File: config.mk
export PLATFORM = sky130hd
export DESIGN_NAME = dmem_mmio_responder
export DESIGN_NICKNAME = d
export VERILOG_FILES = /design/src/rtl/dmem_pkg.sv /design/src/rtl/dmem_mmio_responder_out_fifo.sv /design/src/rtl/dmem_mmio_responder.sv
export SDC_FILE = /design/constraint.sdc
export NUM_CORES = 2
export LEC_CHECK = 0
export ABC_AREA = 1
export BUFFER_PORTS_ARGS = -buffer_cell sky130_fd_sc_hd__clkbuf_2
export CORE_MARGIN = 2
export CORE_UTILIZATION = 38
export DETAILED_ROUTE_END_ITERATION = 12
export PLACE_DENSITY_LB_ADDON = 0.1
export SLEW_MARGIN = 5
export SYNTH_ARGS = -nofsm -noshare
export SYNTH_HDL_FRONTEND = slang
export SYNTH_SLANG_ARGS = --single-unit
export TNS_END_PERCENT = 1
File: constraint.sdc
create_clock -name clk -period 4.1 [get_ports clk]
set_input_delay 0.615 -clock clk [delete_from_list [all_inputs] [get_ports clk]]
set_output_delay 0.615 -clock clk [all_outputs]
set_load 0.01 [all_outputs]
File: src/rtl/dmem_pkg.sv
// dmem_pkg: shared MMIO page constants, register decode and STATUS layout
package dmem_pkg;
  localparam logic [23:0] MMIO_PAGE = 24'hFFFFFF;
  localparam logic [7:0] OFF_CYCLES = 8'h00;
  localparam logic [7:0] OFF_TXDATA = 8'h08;
  localparam logic [7:0] OFF_STATUS = 8'h0C;
  localparam int STAT_OVF = 7;
  localparam int STAT_CNT_HI = 3;
  localparam int STAT_CNT_LO = 0;
  typedef enum logic [1:0] {R_NONE, R_CYCLES, R_TXDATA, R_STATUS} mmio_reg_e;
  function automatic mmio_reg_e decode_reg(input logic [7:0] off);
    return off == OFF_CYCLES ? R_CYCLES :
           off == OFF_TXDATA ? R_TXDATA :
           off == OFF_STATUS ? R_STATUS : R_NONE;
  endfunction
endpackage

File: src/rtl/dmem_mmio_responder_out_fifo.sv
// out_fifo: output queue with push acceptance that accounts for a same-cycle pop
module out_fifo #(
  parameter int DEPTH = 4,
  localparam int PW = $clog2(DEPTH),
  localparam int CW = PW + 1
) (
  input  logic          clk,
  input  logic          reset,
  input  logic          push,
  input  logic [31:0]   data,
  input  logic          pop,
  output logic          push_ok,
  output logic [31:0]   head,
  output logic [CW-1:0] count
);
  logic [31:0] mem [DEPTH];
  logic [PW-1:0] wptr, rptr;
  logic do_push;
  assign push_ok = count < CW'(DEPTH) || pop;
  assign do_push = push && push_ok;
  assign head = mem[rptr];
  // storage is never cleared; count gates validity
  always_ff @(posedge clk)
    if (do_push) mem[wptr] <= data;
  // pointers wrap naturally because DEPTH is a power of two
  always_ff @(posedge clk)
    if (reset) begin
      wptr <= '0;
      rptr <= '0;
      count <= '0;
    end else begin
      wptr <= wptr + PW'(do_push);
      rptr <= rptr + PW'(pop);
      count <= count + CW'(do_push) - CW'(pop);
    end
endmodule

File: src/rtl/dmem_mmio_responder.sv
// dmem_mmio_responder: single-cycle data RAM plus MMIO page with cycle counter and output FIFO
module dmem_mmio_responder
  import dmem_pkg::*;
#(
  parameter int RAM_WORDS = 64,
  parameter int FIFO_DEPTH = 4
) (
  input  logic        clk,
  input  logic        reset,
  input  logic [31:0] a,
  input  logic [31:0] wd,
  input  logic        we,
  input  logic        b,
  output logic [31:0] rd,
  output logic [31:0] out_data,
  output logic        out_valid,
  input  logic        out_ready
);
  localparam int IW = $clog2(RAM_WORDS);
  localparam int CW = $clog2(FIFO_DEPTH) + 1;
  logic [31:0] mem [RAM_WORDS];
  logic [31:0] cycles, ram_word, mmio_word, word, status, cnt32;
  logic [IW-1:0] idx;
  logic [CW-1:0] count;
  logic is_mmio, ovf, push, push_ok, pop, stat_wr;
  mmio_reg_e sel;
  assign is_mmio = a[31:8] == MMIO_PAGE;
  assign sel = is_mmio ? decode_reg(a[7:0]) : R_NONE;
  assign idx = a[IW+1:2];
  assign ram_word = mem[idx];
  assign push = we && !reset && sel == R_TXDATA;
  assign stat_wr = we && !reset && sel == R_STATUS;
  assign pop = out_valid && out_ready;
  assign out_valid = count != '0;
  assign cnt32 = 32'(count);
  out_fifo #(.DEPTH(FIFO_DEPTH)) u_fifo (
    .clk(clk), .reset(reset), .push(push), .data(wd), .pop(pop),
    .push_ok(push_ok), .head(out_data), .count(count)
  );
  // RAM stores are honoured even during reset
  always_ff @(posedge clk)
    if (we && !is_mmio) begin
      if (b) mem[idx][8*a[1:0] +: 8] <= wd[7:0];
      else mem[idx] <= wd;
    end
  // free-running cycle counter
  always_ff @(posedge clk)
    cycles <= reset ? '0 : cycles + 32'd1;
  // sticky overflow: a rejected push beats a clearing STATUS write
  always_ff @(posedge clk)
    if (reset) ovf <= 1'b0;
    else if (push && !push_ok) ovf <= 1'b1;
    else if (stat_wr) ovf <= 1'b0;
  // STATUS layout and MMIO/RAM read mux with byte-lane extraction
  always_comb begin
    status = '0;
    status[STAT_OVF] = ovf;
    status[STAT_CNT_HI:STAT_CNT_LO] = cnt32 > 32'd15 ? 4'hF : cnt32[3:0];
    mmio_word = sel == R_CYCLES ? cycles : sel == R_STATUS ? status : '0;
    word = is_mmio ? mmio_word : ram_word;
    rd = b ? {24'b0, word[8*a[1:0] +: 8]} : word;
  end
endmodule

==> results.cfg <==
[status]
outcome = finished clean

[critical_path]
path_class = primary input to primary output
crit_top_cell = nand2_1
crit_arrival_ns = 3.34
crit_family = buffers and inverters
r2r_slack_ns = 1.74
r2r_start = cycles[2]
critical_path_required_ns = 3.48
cp-end-kind = primary output
critPathLaunchType = primary input
cpMaxStageDelayCell = inv_2
cp_num_buf_inv = 5
cp_max_fo = 18
r2r_end = cycles[27]
cpPeakStageDelay_ns = 0.34
worst_r2r_path_depth = 11
crit_chain = buf_8 -> nor2_4 -> inv_2 -> buf_4 -> o211ai_1 -> o21ai_1 -> nand2_1 -> nor2_1 -> buf_4 -> nand2_1 -> nand2_1 -> nand2_1 -> nand2_1 -> nand2_1 -> clkbuf_2

[synthesis]
synth-seq-cells = 2216
synth_edf_count = 2176
synth_seq_area_share_pct = 70.8
synth_flop_cell = edfxtp_1
syn_inst = 8661
synthesis.nets = 8740
yosys_warnings = 0
synth.distinct_cells = 51
synth.avg_cell_area_um2 = 10.8
async_reset_ff_share_pct = 0
synth_area_mm2 = 0.0935

[clocking]
postCtsSetupBuffers = 0
clk_pin_slew_ns = 0.06
cts_made_buffers = 236
cts_tree = built
cts_root_buffer = clkbuf_16
clock_latency_ns = 0.89
clkSinkCount = 2216
cts_max_level = 4
max-clock-path-buffers = 3

[finish]
multiInputGateArea_mm2 = 0.0232
seqCellArea_mm2 = 0.0661
nets = 9113
fillers = 22900
drive_above_1_share_pct = 10.9
fin_area_mm2 = 0.109
final_common_cell = nand2_1
area_growth_syn_to_layout_pct = 16.4
final_cell_mix = nand2_1, edfxtp_1, inv_1

[route]
vias_per_cell = 5.17
drc = 0
wl_um = 316000
final_antenna_net_count = 0
dr.first_iter.drc_count = 6420
drt-pass1-iter-count = 6
vias = 64500
wl_per_cell_um = 25.3

[timing]
timing.slew.headroom_pct = 9.31
fin_skew_ns = 0.0142
max_freq_mhz = 253
whs_ns = 0.0770
setup_tns_ns = 0
finalCritPeriodShare_pct = 96.4
rsz0062_at_grt = no
drv_slew = 0
worstMarginPinSlew_ns = 1.36
min_period_ns = 3.95
setup_violations = 0
hold_viol_final = 0

[worst_hold_path]
whs_path_depth = 4
hp-class = primary input to register
hp-start = out_ready
hold_end = ovf

[floorplanning]
die-area_mm2 = 0.250
start_util_pct = 38.1
num_rows = 182
die_width_um = 500
fp.coreArea_mm2 = 0.245
num_io_pins = 134
die_h_um = 500

[place]
placed_cell_area_mm2 = 0.101
dp_hpwl_um = 201000
port_buffers = 133
place.gp.congestion = 0.876

[global_route]
top_usage_layer = met2
grt_pass1_vias = 61700
overflow = 0
antenna_found_initial = 9
grt.total_usage_pct = 25.0
grt_pass1_wl_um = 451000
met2_usage_pct = 39.7
grtUsageMet1_pct = 35.2
met3_usage_pct = 3.62
grt_max_degree = 105

[power_and_ir_drop]
powerDensity_mw_per_mm2 = 463
ir_drop_uv = 477
p_leak_nw = 41.2

[flow_run]
max_cap_violations = 0
==> cells in the mapped netlist (4+ instances only) <==
cell type / instances / share of area, %
nor2_2: 5 / 0.033
buf_2: 203 / 1.1
nand3_1: 417 / 2.2
a22oi_1: 75 / 0.60
o21a_1: 4 / 0.032
nor3_1: 16 / 0.086
dfxtp_1: 40 / 0.86
or2_1: 5 / 0.033
or2_2: 66 / 0.44
o31ai_1: 8 / 0.064
nand2_1: 3666 / 15
mux2i_1: 14 / 0.15
nor4_1: 6 / 0.040
nor2_4: 4 / 0.048
clkbuf_1: 147 / 0.59
a21oi_1: 159 / 0.85
inv_2: 8 / 0.032
o211ai_1: 51 / 0.41
o21ai_2: 4 / 0.037
nand4_1: 97 / 0.65
nor2_1: 545 / 2.2
buf_4: 44 / 0.35
o21ai_1: 21 / 0.11
xnor2_1: 7 / 0.066
o21ai_0: 204 / 1.1
ha_1: 9 / 0.12
buf_1: 33 / 0.13
edfxtp_1: 2176 / 70
buf_6: 32 / 0.39
inv_1: 527 / 2.1
o22ai_1: 34 / 0.23
==> logic make-up (layout without fill, tap and decap cells) <==
logic type / after synthesis / after routing / synth area share [%]
multiplexers: 14 / 14 / 0.150
flip-flops: 2216 / 2216 / 70.8
adder cells (fa/ha/maj): 10 / 10 / 0.142
XOR/XNOR: 10 / 10 / 0.0937
AND/OR/NAND/NOR: 4842 / 4842 / 20.6
AO/OA/AOI/OAI: 573 / 573 / 3.54
buffers and inverters: 996 / 1567 / 4.70
other: 0 / 8 / 0
==> repair_timing <==
action,in CTS,in global routing
endpoints found under the hold margin,128,0
gates resized for setup,2,5
hold buffers,32,0
pin swaps,0,1
endpoints found under the setup margin,2,6
==> metrics by stage <==
stage	utilization, %	power, mW	worst slack [ns]	std cells
after global placement	41.3	30.4	0.00534	12000
after global routing	44.4	51.9	0.00666	12500
final	44.4	50.4	0.146	12500
after floorplan	-	28.0	0.0439	8661
after CTS	44.4	50.7	0.0144	12500
after detailed placement	41.3	30.4	0.00983	12000
==> where the power goes <==
part	switching (mW)	total, mW	internal, mW
combinational	3.35	4.78	1.43
sequential	0.0398	25.1	25.1
clock	8.99	20.5	11.5
total	12.4	50.4	38.0
==> worst register-to-register path, stage by stage (launching register included) <==
cell	delay (ns)
dfxtp_1	0.42
nand3_1	0.15
nor2_1	0.17
nand4_1	0.26
nor2_1	0.23
nand2_1	0.13
nor2_2	0.14
nand2_1	0.14
nor2_2	0.19
a21oi_1	0.14
a21oi_1	0.19
a21oi_1	0.10
==> per-layer routing <==
| metal | routed length, um | share of wire, % |
|---|---|---|
| met1 | 140000 | 44 |
| met2 | 146000 | 46 |
| met5 | 0 | 0 |
| met3 | 19800 | 6.3 |
| met4 | 10700 | 3.4 |
==> sequential cells by signal (all words and copies together), names as in the netlist <==
signal        cells
mem            2048
cycles           32
ovf               1
u_fifo.mem      128
u_fifo.rptr       2
u_fifo.count      3
u_fifo.wptr       2
==> cell type report <==
cell class,count,area share (%)
Sequential cell,2216,60.8
Multi-Input combinational cell,5449,21.3
Clock buffer,307,5.74
Timing Repair Buffer,594,5.61
Tap cell,3220,3.70
Inverter,537,1.88
Clock inverter,129,0.923
Antenna cell,8,0.0184
==> worst max path at each step <==
| stage | startpoint | end | depth (start not counted) |
|---|---|---|---|
| CTS | a[2] | rd[1] | 20 |
| finish | a[3] | rd[3] | 15 |
| global placement | a[2] | rd[3] | 21 |
| floorplan | a[1] | u_fifo.mem[0][0] | 11 |
| global route | mem[52][23] | rd[7] | 15 |
| detailed placement | a[2] | rd[3] | 21 |
(Power assumes the default switching activity.)
